`src/rtl/d_sram_bridge.sv`:
```
// d_sram_bridge: data-side bridge from the core's M-stage data port to an
// SRAM-like bus with addr_ok/data_ok handshakes. Each load/store becomes one
// split request/response transaction. The pipeline is stalled until the
// response arrives, and read data is held until the pipeline moves on.
module d_sram_bridge (
    input  logic        clk,
    input  logic        rst,
    input  logic        cpu_en,
    input  logic [3:0]  cpu_wen,
    input  logic [1:0]  cpu_size,
    input  logic [31:0] cpu_addr,
    input  logic [31:0] cpu_wdata,
    input  logic        cpu_except,
    input  logic        other_stall,
    output logic [31:0] cpu_rdata,
    output logic        cpu_stall,
    output logic        data_req,
    output logic        data_wr,
    output logic [1:0]  data_size,
    output logic [31:0] data_addr,
    output logic [31:0] data_wdata,
    input  logic        data_addr_ok,
    input  logic        data_data_ok,
    input  logic [31:0] data_rdata
);

    typedef enum logic [1:0] {
        S_IDLE = 2'd0,
        S_REQ  = 2'd1,
        S_WAIT = 2'd2,
        S_DONE = 2'd3
    } state_t;

    state_t state_reg;

    // A new access launches only from IDLE, and only if M is not being flushed.
    logic start;
    assign start = cpu_en & ~cpu_except;

    // Transaction FSM. Bus request fields are latched on launch and stay put
    // until the next launch. DONE holds the read data while the pipeline is
    // frozen by someone else, and it never re-launches the same instruction.
    always_ff @(posedge clk or negedge rst) begin
        if (!rst) begin
            state_reg  <= S_IDLE;
            data_wr    <= 1'b0;
            data_size  <= 2'd0;
            data_addr  <= 32'd0;
            data_wdata <= 32'd0;
            cpu_rdata  <= 32'd0;
        end else begin
            case (state_reg)
                S_IDLE: begin
                    if (start) begin
                        data_wr    <= |cpu_wen;
                        data_size  <= cpu_size;
                        data_addr  <= cpu_addr;
                        data_wdata <= cpu_wdata;
                        state_reg  <= S_REQ;
                    end
                end
                S_REQ: begin
                    // Once raised the request is held until accepted, even if
                    // an exception shows up meanwhile.
                    if (data_addr_ok) begin
                        state_reg <= S_WAIT;
                    end
                end
                S_WAIT: begin
                    if (data_data_ok) begin
                        if (!data_wr) begin
                            cpu_rdata <= data_rdata;
                        end
                        state_reg <= S_DONE;
                    end
                end
                S_DONE: begin
                    if (!other_stall) begin
                        state_reg <= S_IDLE;
                    end
                end
                default: state_reg <= S_IDLE;
            endcase
        end
    end

    // Stall covers the launch decision cycle plus the whole bus round trip.
    // The DONE cycle is deliberately left unstalled so the pipeline can advance.
    always_comb begin
        cpu_stall = rst & (((state_reg == S_IDLE) & start) |
                           (state_reg == S_REQ) |
                           (state_reg == S_WAIT));
    end

    // Request is a pure decode of the registered state, so it is glitch-free.
    always_comb begin
        data_req = rst & (state_reg == S_REQ);
    end

endmodule

```
`config.mk`:
```
export PLATFORM = sky130hd
export DESIGN_NAME = d_sram_bridge
export DESIGN_NICKNAME = d
export VERILOG_FILES = /design/src/rtl/d_sram_bridge.sv
export SDC_FILE = /design/constraint.sdc
export NUM_CORES = 1
export LEC_CHECK = 0
export ABC_CLOCK_PERIOD_IN_PS = 1900
export CORE_MARGIN = 1.5
export CORE_UTILIZATION = 25
export CTS_CLUSTER_SIZE = 16
export DETAILED_ROUTE_END_ITERATION = 10
export GPL_TIMING_DRIVEN = 0
export PLACE_DENSITY = 0.67
export REMOVE_ABC_BUFFERS = 1
export SLEW_MARGIN = 20
export SYNTH_ARGS = -nofsm -noshare
export SYNTH_HDL_FRONTEND = slang
export SYNTH_SLANG_ARGS = --single-unit
```
`constraint.sdc`:
```
create_clock -name clk -period 1.9 [get_ports clk]
set_input_delay 0.38 -clock clk [delete_from_list [all_inputs] [get_ports clk]]
set_output_delay 0.38 -clock clk [all_outputs]
set_load 0.005 [all_outputs]
```
==> results of run 1 <==
path summary, 6_finish.rpt:
check                                         start  cells past startpoint                         to  slack, ps
max in group asynchronous                       rst                      3  data_addr[22]$_DFFE_PN0P_        560
max                        state_reg[1]$_DFFE_PN0P_                      6  data_addr[18]$_DFFE_PN0P_          4
max reg2reg                state_reg[1]$_DFFE_PN0P_                      6  data_addr[18]$_DFFE_PN0P_          4
min                                             rst                      2  cpu_rdata[10]$_DFFE_PN0P_        120
min reg2reg                cpu_rdata[1]$_DFFE_PN0P_                      1   cpu_rdata[1]$_DFFE_PN0P_        500
min in group clk           cpu_rdata[1]$_DFFE_PN0P_                      1   cpu_rdata[1]$_DFFE_PN0P_        500
metrics by stage:
step | worst slack, ps | cells | hold slack (ps) | util | setup TNS, ps
finish | 4.32 | 655 | 122 | 0.440 | 0
global route | -67.2 | 655 | 141 | 0.440 | -1810
CTS | -3.97 | 655 | 140 | 0.441 | -3.97
detailed placement | -1130 | 622 | 248 | 0.408 | -44230
global placement | -3570 | 620 | 486 | 0.406 | -397120
floorplan | -206 | 223 | 84.4 | - | -6690
synth_stat cells (all sizes together):
master	number	area share
mux2i	1	0.0026
nor4	1	0.0016
dfrtp	101	0.65
and2	1	0.0016
buf	10	0.015
o21ai	2	0.0026
nand3b	2	0.0071
nand2	2	0.0019
a222oi	1	0.0026
a21boi	1	0.0019
inv	5	0.0048
nor2	2	0.0019
ha	5	0.016
mux2	99	0.29
cell type report:
type,count,share of cell area
Clock buffer,12,0.0370
Clock inverter,4,0.00488
Inverter,5,0.00282
Multi-Input combinational cell,120,0.202
Sequential cell,101,0.379
Tap cell,188,0.0353
Timing Repair Buffer,225,0.339
power by group:
group | internal, W | switching, W | leakage (nW)
sequential | 0.00325 | 0.000552 | 1.21
combinational | 0.00309 | 0.00132 | 1.50
clock | 0.000933 | 0.000800 | 0.129
total | 0.00727 | 0.00267 | 2.83
worst register-to-register path: cells and delay by family (launching register included):
| kind | cells | cell delay (ps) |
|---|---|---|
| multiplexers | 1 | 440 |
| flip-flops | 1 | 400 |
| AND/OR/NAND/NOR | 1 | 420 |
| buffers and inverters | 3 | 390 |
| adder cells (fa/ha/maj) | 1 | 150 |
kinds of logic (layout without fill, tap and decap cells):
group / after synthesis / after routing
AO/OA/AOI/OAI: 4 / 4
multiplexers: 100 / 100
flip-flops: 101 / 101
adder cells (fa/ha/maj): 5 / 5
AND/OR/NAND/NOR: 8 / 11
buffers and inverters: 15 / 246
metal layers:
layer  track usage  wire length, µm  share of wire  vias to the layer above
li1              -                -              -                     1274
met5             0                0              0                        -
met2         0.255             5660           0.52                      139
met3        0.0683             1080          0.099                        7
met4        0.0321               95         0.0086                        0
met1         0.148             4150           0.38                     1409
timing repair:
| action | in CTS | in global routing |
|---|---|---|
| endpoints found under the hold margin | 23 | 0 |
| hold buffers | 5 | 0 |
| cloned | 4 | 0 |
| setup buffers | 8 | 0 |
| resized for setup | 15 | 2 |
| pin swaps | 3 | 1 |
| setup endpoints to repair | 101 | 33 |
layout by cell type (no fill, tap or decap), types with 3 or more instances in the layout:
cell type / instances
dlygate4sd3_1: 4
dfrtp_1: 101
mux2_2: 98
dlygate4sd2_1: 3
clkdlybuf4s50_1: 204
clkbuf_16: 9
buf_4: 8
inv_1: 3
==> impl_metrics.tcl, run 1 <==
set metrics [dict create \
    status "completed" \
    syn_area_um2 3870 \
    fmax_mhz 528 \
    synthAdderAreaFrac 0.0162 \
    start_util 0.256 \
    dr.pass1.iters 4 \
    ctsRootBufferMaster "clkbuf_16" \
    routed_wl_um 11000 \
    slew_violations 0 \
    synthSimpleGateAreaFrac 0.0142 \
    top_regs "cpu_rdata x32, data_addr x32, data_wdata x32" \
    crit_fanout 17 \
    ant_nets 0 \
    timing.critical_path.from_type "register" \
    core_area_um2 15100 \
    cp.required_ps 2130 \
    ir_drop_mv 0.851 \
    grt_overflow 0 \
    drt_iter0_drc 60 \
    die_area_um2 16200 \
    power.total_w 0.00994 \
    synth_mux_area_frac 0.290 \
    synth_xor_area_frac 0 \
    regArea_um2 2530 \
    dpl.hpwl_um 6970 \
    ys_seq_elements 101 \
    fin_crit_ps 1900 \
    post_drt_wl_per_cell_um 16.8 \
    htree_levels 3 \
    grt_usage 0.141 \
    finalNetCount 576 \
    post_route_cells_drive_above_1_share 0.291 \
    crit_family "multiplexers" \
    fp.dieW_um 127 \
    hp-class "input pin to asynchronous set/reset pin" \
    clkSinkCount 101 \
    clock-skew-final_ps 5.57 \
    slew_headroom 0.437 \
    arrival_ps 2120 \
    hold_violations 0 \
    grt_max_degree 41 \
    portBuffers 209 \
    multi_input_area_um2 1340 \
    cp-end-kind "register" \
    vias 2829 \
    path_common_cell "buf_4" \
    syn_area_per_cell_um2 16.6 \
    place_area_um2 6180 \
    p_per_area_nw_per_um2 1490 \
    fin_crit_sh 0.998 \
    rows 45 \
    cts_buffers 9 \
    critPathBufInv 3 \
    drc 0 \
    nFillCells 1369 \
    rsz0062_at_grt "true" \
    postLayoutCellArea_um2 6670 \
    clkSlewWorstSetupHoldPaths_ps 70 \
    fp.dieH_um 127 \
    maxCapViolations 0 \
    grt_pass1_vias 3248 \
    ys_warn_count 0 \
    p_leak_nw 2.83 \
    ios 210 \
    path_class "register to register" \
    synthToLayoutAreaGrowth_pct 72.1 \
    synth_top_family_by_area "multiplexers" \
    worst_pin_slew_ps 841 \
    netlist_instances 233 \
    critPathMaxStageDelay_ps 430 \
    setup_viol 0 \
    globalplace.congestion 0.698 \
    grt_pass1_wl_um 17300 \
    synth_compound_area_frac 0.00711 \
    antenna_cells 0 \
    antenna_found_initial 0 \
    ys_seq_area_frac 0.653 \
    cts_tree "yes" \
    slowest_stage "mux2_2" \
    ctsLongestPathBuffers 2 \
    clock_latency_ps 340 \
    synth_cell_type_count 17 \
    via_per_inst 4.32 \
    crit_chain "inv_2 -> buf_4 -> ha_4 -> buf_4 -> nand3b_2 -> mux2_2" \
]
No activity file was read; power rests on OpenSTA's default activity.
==> run 2, diff against run 1 <==
--- a/config.mk
+++ b/config.mk
@@ -5,15 +5,17 @@
 export SDC_FILE = /design/constraint.sdc
 export NUM_CORES = 1
 export LEC_CHECK = 0
+export ABC_AREA = 1
 export ABC_CLOCK_PERIOD_IN_PS = 1900
 export CORE_MARGIN = 1.5
 export CORE_UTILIZATION = 25
 export CTS_CLUSTER_SIZE = 16
 export DETAILED_ROUTE_END_ITERATION = 10
 export GPL_TIMING_DRIVEN = 0
-export PLACE_DENSITY = 0.67
+export PLACE_DENSITY = 0.66
 export REMOVE_ABC_BUFFERS = 1
 export SLEW_MARGIN = 20
 export SYNTH_ARGS = -nofsm -noshare
 export SYNTH_HDL_FRONTEND = slang
 export SYNTH_SLANG_ARGS = --single-unit
+export TNS_END_PERCENT = 30
==> run 2 against run 1 <==
Compared with the run above: area after synthesis rose by 3.4%; setup slack improved by 28 ps; final cell count rose by 36%; die area rose by 3.3%; largest cell class unchanged; power rose by 0.38%; via count rose by 28%; combinational power fell by 4%; synthesized cell count rose by 95%; clock power rose by 22%; critical path type is now register to primary output; flip-flop and latch count did not move; first-iteration DRC count rose by 50%; largest power group unchanged.
==> impl_metrics.tcl, run 2 <==
set metrics [dict create \
    status "completed" \
    rsz0062_at_grt "true" \
    timing.critical_path.from_type "register" \
    utilization 0.437 \
    grt_pass1_wl_um 18300 \
    dpl.hpwl_um 7760 \
    post_drt_wl_per_cell_um 14.2 \
    yosysMostFrequentCell "nand2_1" \
    p_leak_nw 3.37 \
    via_per_inst 4.04 \
    synth_edf_count 0 \
    async_flop_share 1.00 \
    drt_iter0_drc 90 \
    synth_cell_type_count 17 \
    worst_pin_slew_ps 391 \
    globalplace.congestion 0.704 \
    cp.required_ps 1520 \
    clkSinkCount 101 \
    dr.pass1.iters 4 \
    fp.dieH_um 130 \
    nFillCells 1579 \
    stdcell_count 893 \
    clock-skew-final_ps 5.31 \
    power.total_w 0.00998 \
    timing.final.ws_setup_ps 32.4 \
    synth.top_cells.by_count "242 x nand2_1, 101 x dfrtp_1, 39 x inv_1" \
    slew_violations 0 \
    clkSlewWorstSetupHoldPaths_ps 70 \
    antenna_found_initial 0 \
    fin_crit_sh 0.983 \
    setup_viol 0 \
    hold_violations 0 \
    portBuffers 209 \
    arrival_ps 1490 \
    clock_latency_ps 340 \
    htree_levels 3 \
    synth_area_leaders "dfrtp_1 63%, nand2_1 23%, inv_1 3.7%" \
    rows 46 \
    layout_commonest_cell "nand2_1" \
    multi_input_area_um2 1280 \
    fp.dieW_um 130 \
    routed_wl_um 12700 \
    final_cell_mix "242 x nand2_1, 205 x clkdlybuf4s50_1, 101 x dfrtp_1" \
    path_class "register to primary output" \
    ctsRootBufferMaster "clkbuf_16" \
    crit_fanout 3 \
    tns_ps 0 \
    fin_crit_ps 1870 \
    finalNetCount 786 \
    start_util 0.254 \
    maxCapViolations 0 \
    synthToLayoutAreaGrowth_pct 72.1 \
    fmax_mhz 535 \
    netlist_instances 455 \
    slew_headroom 0.739 \
    post-synth-top-area-cell "dfrtp_1" \
    post-place-ws_ps -734 \
    post_route_cells_drive_above_1_share 0.0650 \
    antenna_cells 0 \
    cts_buffers 9 \
    top_regs "cpu_rdata x32, data_addr x32, data_wdata x32" \
    synth_top_area_share 0.631 \
    vias 3610 \
    ir_drop_mv 0.626 \
    ios 210 \
    die_area_um2 16800 \
    dp.cells 862 \
    hp-class "input pin to asynchronous set/reset pin" \
    p_per_area_nw_per_um2 1450 \
    grt_pass1_vias 3501 \
    synth_ff_type "dfrtp_1" \
    core_area_um2 15800 \
    ant_nets 0 \
    drc 0 \
    grt_overflow 0 \
    ctsLongestPathBuffers 2 \
    regArea_um2 2530 \
    syn_area_um2 4000 \
    ys_seq_elements 101 \
    grt_max_degree 69 \
    cp-end-kind "primary output" \
    syn_area_per_cell_um2 8.80 \
    ys_seq_area_frac 0.631 \
    grt_usage 0.144 \
    ys_warn_count 0 \
    cts_tree "yes" \
]
==> run 2: report_power, final <==
part | switching [W] | internal, W | leakage, nW
clock | 0.000812 | 0.00130 | 0.164
sequential | 0.000515 | 0.00314 | 1.26
combinational | 0.00167 | 0.00255 | 1.94
==> run 2: final timing paths <==
path	slack, ps	depth (start not counted)	end	startpoint
max	30	6	data_req	state_reg[0]$_DFFE_PN0P_
min	70	2	data_addr[7]$_DFFE_PN0P_	rst
max reg2reg	270	7	data_addr[6]$_DFFE_PN0P_	state_reg[0]$_DFFE_PN0P_
min reg2reg	480	2	data_wdata[25]$_DFFE_PN0P_	data_wdata[25]$_DFFE_PN0P_
max in group asynchronous	1240	2	data_wdata[2]$_DFFE_PN0P_	rst
min in group clk	480	2	data_wdata[25]$_DFFE_PN0P_	data_wdata[25]$_DFFE_PN0P_
==> run 2: cell type report <==
class	instances	area share
clock buffers	11	0.0338
flip-flops and latches	101	0.367
inverters	41	0.0234
multi-input cells	295	0.186
clock inverters	5	0.0156
well taps	216	0.0392
repair buffers	224	0.335
==> run 2: critical path, stage by stage (launching register included) <==
cell	delay [ps]
dfrtp_1	410
buf_4	140
buf_6	120
ha_4	160
nand2_1	50
inv_1	30
dlygate4sd2_1	250
==> run 2: stage by stage <==
stage | cell area, µm² | hold WS, ps
6_report | 6890 | 69.9
5_1_grt | 6890 | 72.7
4_1_cts | 6800 | -26.7
3_5_place_dp | 6320 | 352
3_3_place_gp | 6260 | 461
2_1_floorplan | 3900 | 84.4
==> run 2: per-layer routing <==
| layer | track usage | routed length [µm] | vias up |
|---|---|---|---|
| li1 | - | - | 1807 |
| met1 | 0.172 | 5400 | 1636 |
| met4 | 0.0529 | 167 | 0 |
| met3 | 0.0541 | 1270 | 11 |
| met2 | 0.238 | 5830 | 156 |
| met5 | 0 | 0 | - |
==> run 2: logic make-up (layout without fill, tap and decap cells) <==
| kind of cell | Yosys count | after routing | synth area share |
|---|---|---|---|
| AOI/OAI and AO/OA | 34 | 34 | 0.0431 |
| DFF | 101 | 101 | 0.631 |
| adders and majority gates | 5 | 5 | 0.0156 |
| buffers and inverters | 61 | 281 | 0.0650 |
| and+or+nand+nor | 254 | 256 | 0.245 |
==> run 2: timing repair <==
action	CTS	global route
pin swaps	2	2
resized for setup	13	7
setup endpoints to repair	69	31
setup buffers	7	2
cloned	3	1
endpoints found under the hold margin	45	4
==> run 3, diff against run 2 <==
--- a/config.mk
+++ b/config.mk
@@ -6,7 +6,7 @@
 export NUM_CORES = 1
 export LEC_CHECK = 0
 export ABC_AREA = 1
-export ABC_CLOCK_PERIOD_IN_PS = 1900
+export ABC_CLOCK_PERIOD_IN_PS = 2400
 export CORE_MARGIN = 1.5
 export CORE_UTILIZATION = 25
 export CTS_CLUSTER_SIZE = 16
==> constraint.sdc (replaced) <==
create_clock -name clk -period 2.4 [get_ports clk]
set_input_delay 0.48 -clock clk [delete_from_list [all_inputs] [get_ports clk]]
set_output_delay 0.48 -clock clk [all_outputs]
set_load 0.005 [all_outputs]
==> run 3 against run 2 <==
Compared with the run above: via count shrank 2.0%; setup slack improved by 240 ps; die area did not move; wire length decreased by 4.7%; worst hold slack worse by 8.2 ps; highest routed layer unchanged; largest power group unchanged; sequential power down 21%.
==> impl_metrics.tcl, run 3 (synthesis results as in run 2) <==
set metrics [dict create \
    rr_worst_depth 7 \
    top_regs "cpu_rdata x32, data_addr x32, data_wdata x32" \
    worst_pin_slew_ps 688 \
    routed_wl_um 12100 \
    clock_latency_ps 340 \
    slowest_stage "dfrtp_1" \
    p_leak_nw 3.33 \
    p_per_area_nw_per_um2 1150 \
    crit_chain "inv_2 -> ha_4 -> nand3_4 -> buf_12 -> a21boi_0 -> dlygate4sd2_1" \
    timing.final.ws_setup_ps 269 \
    post-place-ws_ps -434 \
    layout_commonest_cell "nand2_1" \
    cp-end-kind "primary output" \
    antenna_found_initial 0 \
    ir_drop_mv 0.499 \
    rows 46 \
    cts_buffers 9 \
    r2r_start "state_reg[1]$_DFFE_PN0P_" \
    grt_usage 0.144 \
    met2_usage 0.237 \
    fp.dieW_um 130 \
    rsz0062_at_grt "false" \
    timing.critical_path.from_type "register" \
    endpoint "cpu_stall" \
    cp.required_ps 1920 \
    hp-class "input pin to asynchronous set/reset pin" \
    vias 3536 \
    globalplace.congestion 0.704 \
    dr.pass1.iters 4 \
    critPathLaunch "state_reg[1]$_DFFE_PN0P_" \
    ctsRootBufferMaster "clkbuf_16" \
    setup_viol 0 \
    crit_family "buffers and inverters" \
    final_cell_mix "242 x nand2_1, 206 x clkdlybuf4s50_1, 101 x dfrtp_1" \
    clkSlewWorstSetupHoldPaths_ps 70 \
    cts_tree "yes" \
    clkSinkCount 101 \
    cts_hold_repair.buffers 0 \
    fin_crit_sh 0.888 \
    drt_iter0_drc 89 \
    r2r_setup_slack_ps 490 \
    reg2reg_to "data_addr[6]$_DFFE_PN0P_" \
    htree_levels 3 \
    crit_fanout 4 \
    synthToLayoutAreaGrowth_pct 69.6 \
    status "completed" \
    slew_headroom 0.541 \
    core_area_um2 15800 \
    grt_max_degree 69 \
    ant_nets 0 \
    path_class "register to primary output" \
    critPathBufInv 3 \
    ctsLongestPathBuffers 2 \
    grt.met1_usage 0.172 \
    finalNetCount 780 \
    slew_violations 0 \
    drc 0 \
    clock-skew-final_ps 4.73 \
    ios 210 \
    portBuffers 209 \
    tns_ps 0 \
    die_area_um2 16800 \
    fin_crit_ps 2130 \
    busiest_layer "met2" \
    via_per_inst 3.99 \
    grt_pass1_wl_um 18200 \
    fmax_mhz 469 \
    maxCapViolations 0 \
    fp.dieH_um 130 \
    hold_violations 0 \
    start_util 0.254 \
    arrival_ps 1650 \
    cp.depth 6 \
    grt_pass1_vias 3499 \
    antenna_cells 0 \
    post_route_cells_drive_above_1_share 0.0507 \
    grt_util_met3 0.0541 \
    post_drt_wl_per_cell_um 13.6 \
    dpl.hpwl_um 7760 \
    grt_overflow 0 \
    critPathMaxStageDelay_ps 400 \
]
[run 3: metrics by stage]
step | hold slack (ps) | instance area (µm²) | power [W] | utilization | cells
6_report | 61.6 | 6790 | 0.00778 | 0.430 | 887
5_1_grt | 90.1 | 6790 | 0.00839 | 0.430 | 887
4_1_cts | 73.3 | 6790 | 0.00791 | 0.430 | 887
3_5_place_dp | 452 | 6320 | 0.00601 | 0.401 | 862
3_3_place_gp | 461 | 6260 | 0.00594 | 0.397 | 860
2_1_floorplan | 184 | 3900 | 0.00390 | - | 435
[run 3: layer usage]
layer	vias up	wire [µm]
li1	1789	-
met1	1587	5150
met2	149	5520
met3	11	1240
met4	0	167
met5	-	0
[run 3: area by class of cell]
cell class / instances / area (µm²)
clock buffer: 11 / 233
clock inverter: 5 / 108
fill: 1588 / 8980
inverter: 41 / 156
multi-input combinational: 294 / 1240
sequential: 101 / 2530
tap: 216 / 270
timing repair buffer: 219 / 2250
[run 3: what timing repair did]
item / CTS / global route
setup endpoints to repair: 1 / 0
setup buffers: 6 / 0
gates resized for setup: 6 / 0
endpoints found under the hold margin: 0 / 0
[run 3: power by group]
part	switching, W	internal, W	leakage (nW)
registers	0.000408	0.00249	1.26
logic	0.00126	0.00196	1.90
clock network	0.000646	0.00103	0.164
[run 3: how the worst min path moves through the flow]
stage                              start                        end  slack, ps  cells past startpoint
3_3_place_gp   data_wdata[4]$_DFFE_PN0P_  data_wdata[4]$_DFFE_PN0P_        460                      2
4_1_cts                              rst  data_addr[25]$_DFFE_PN0P_         70                      1
6_report                             rst  data_addr[25]$_DFFE_PN0P_         60                      1
3_5_place_dp                         rst  data_addr[25]$_DFFE_PN0P_        450                      1
2_1_floorplan                        rst   cpu_rdata[0]$_DFFE_PN0P_        180                      0
5_1_grt                              rst  data_addr[25]$_DFFE_PN0P_         90                      1
[run 3: worst reg2reg max path, delay by kind of cell (launching register included)]
kind | cells | cell delay, ps
and+or+nand+nor | 3 | 440
buffers and inverters | 3 | 840
DFF | 1 | 400
adders and majority gates | 1 | 160
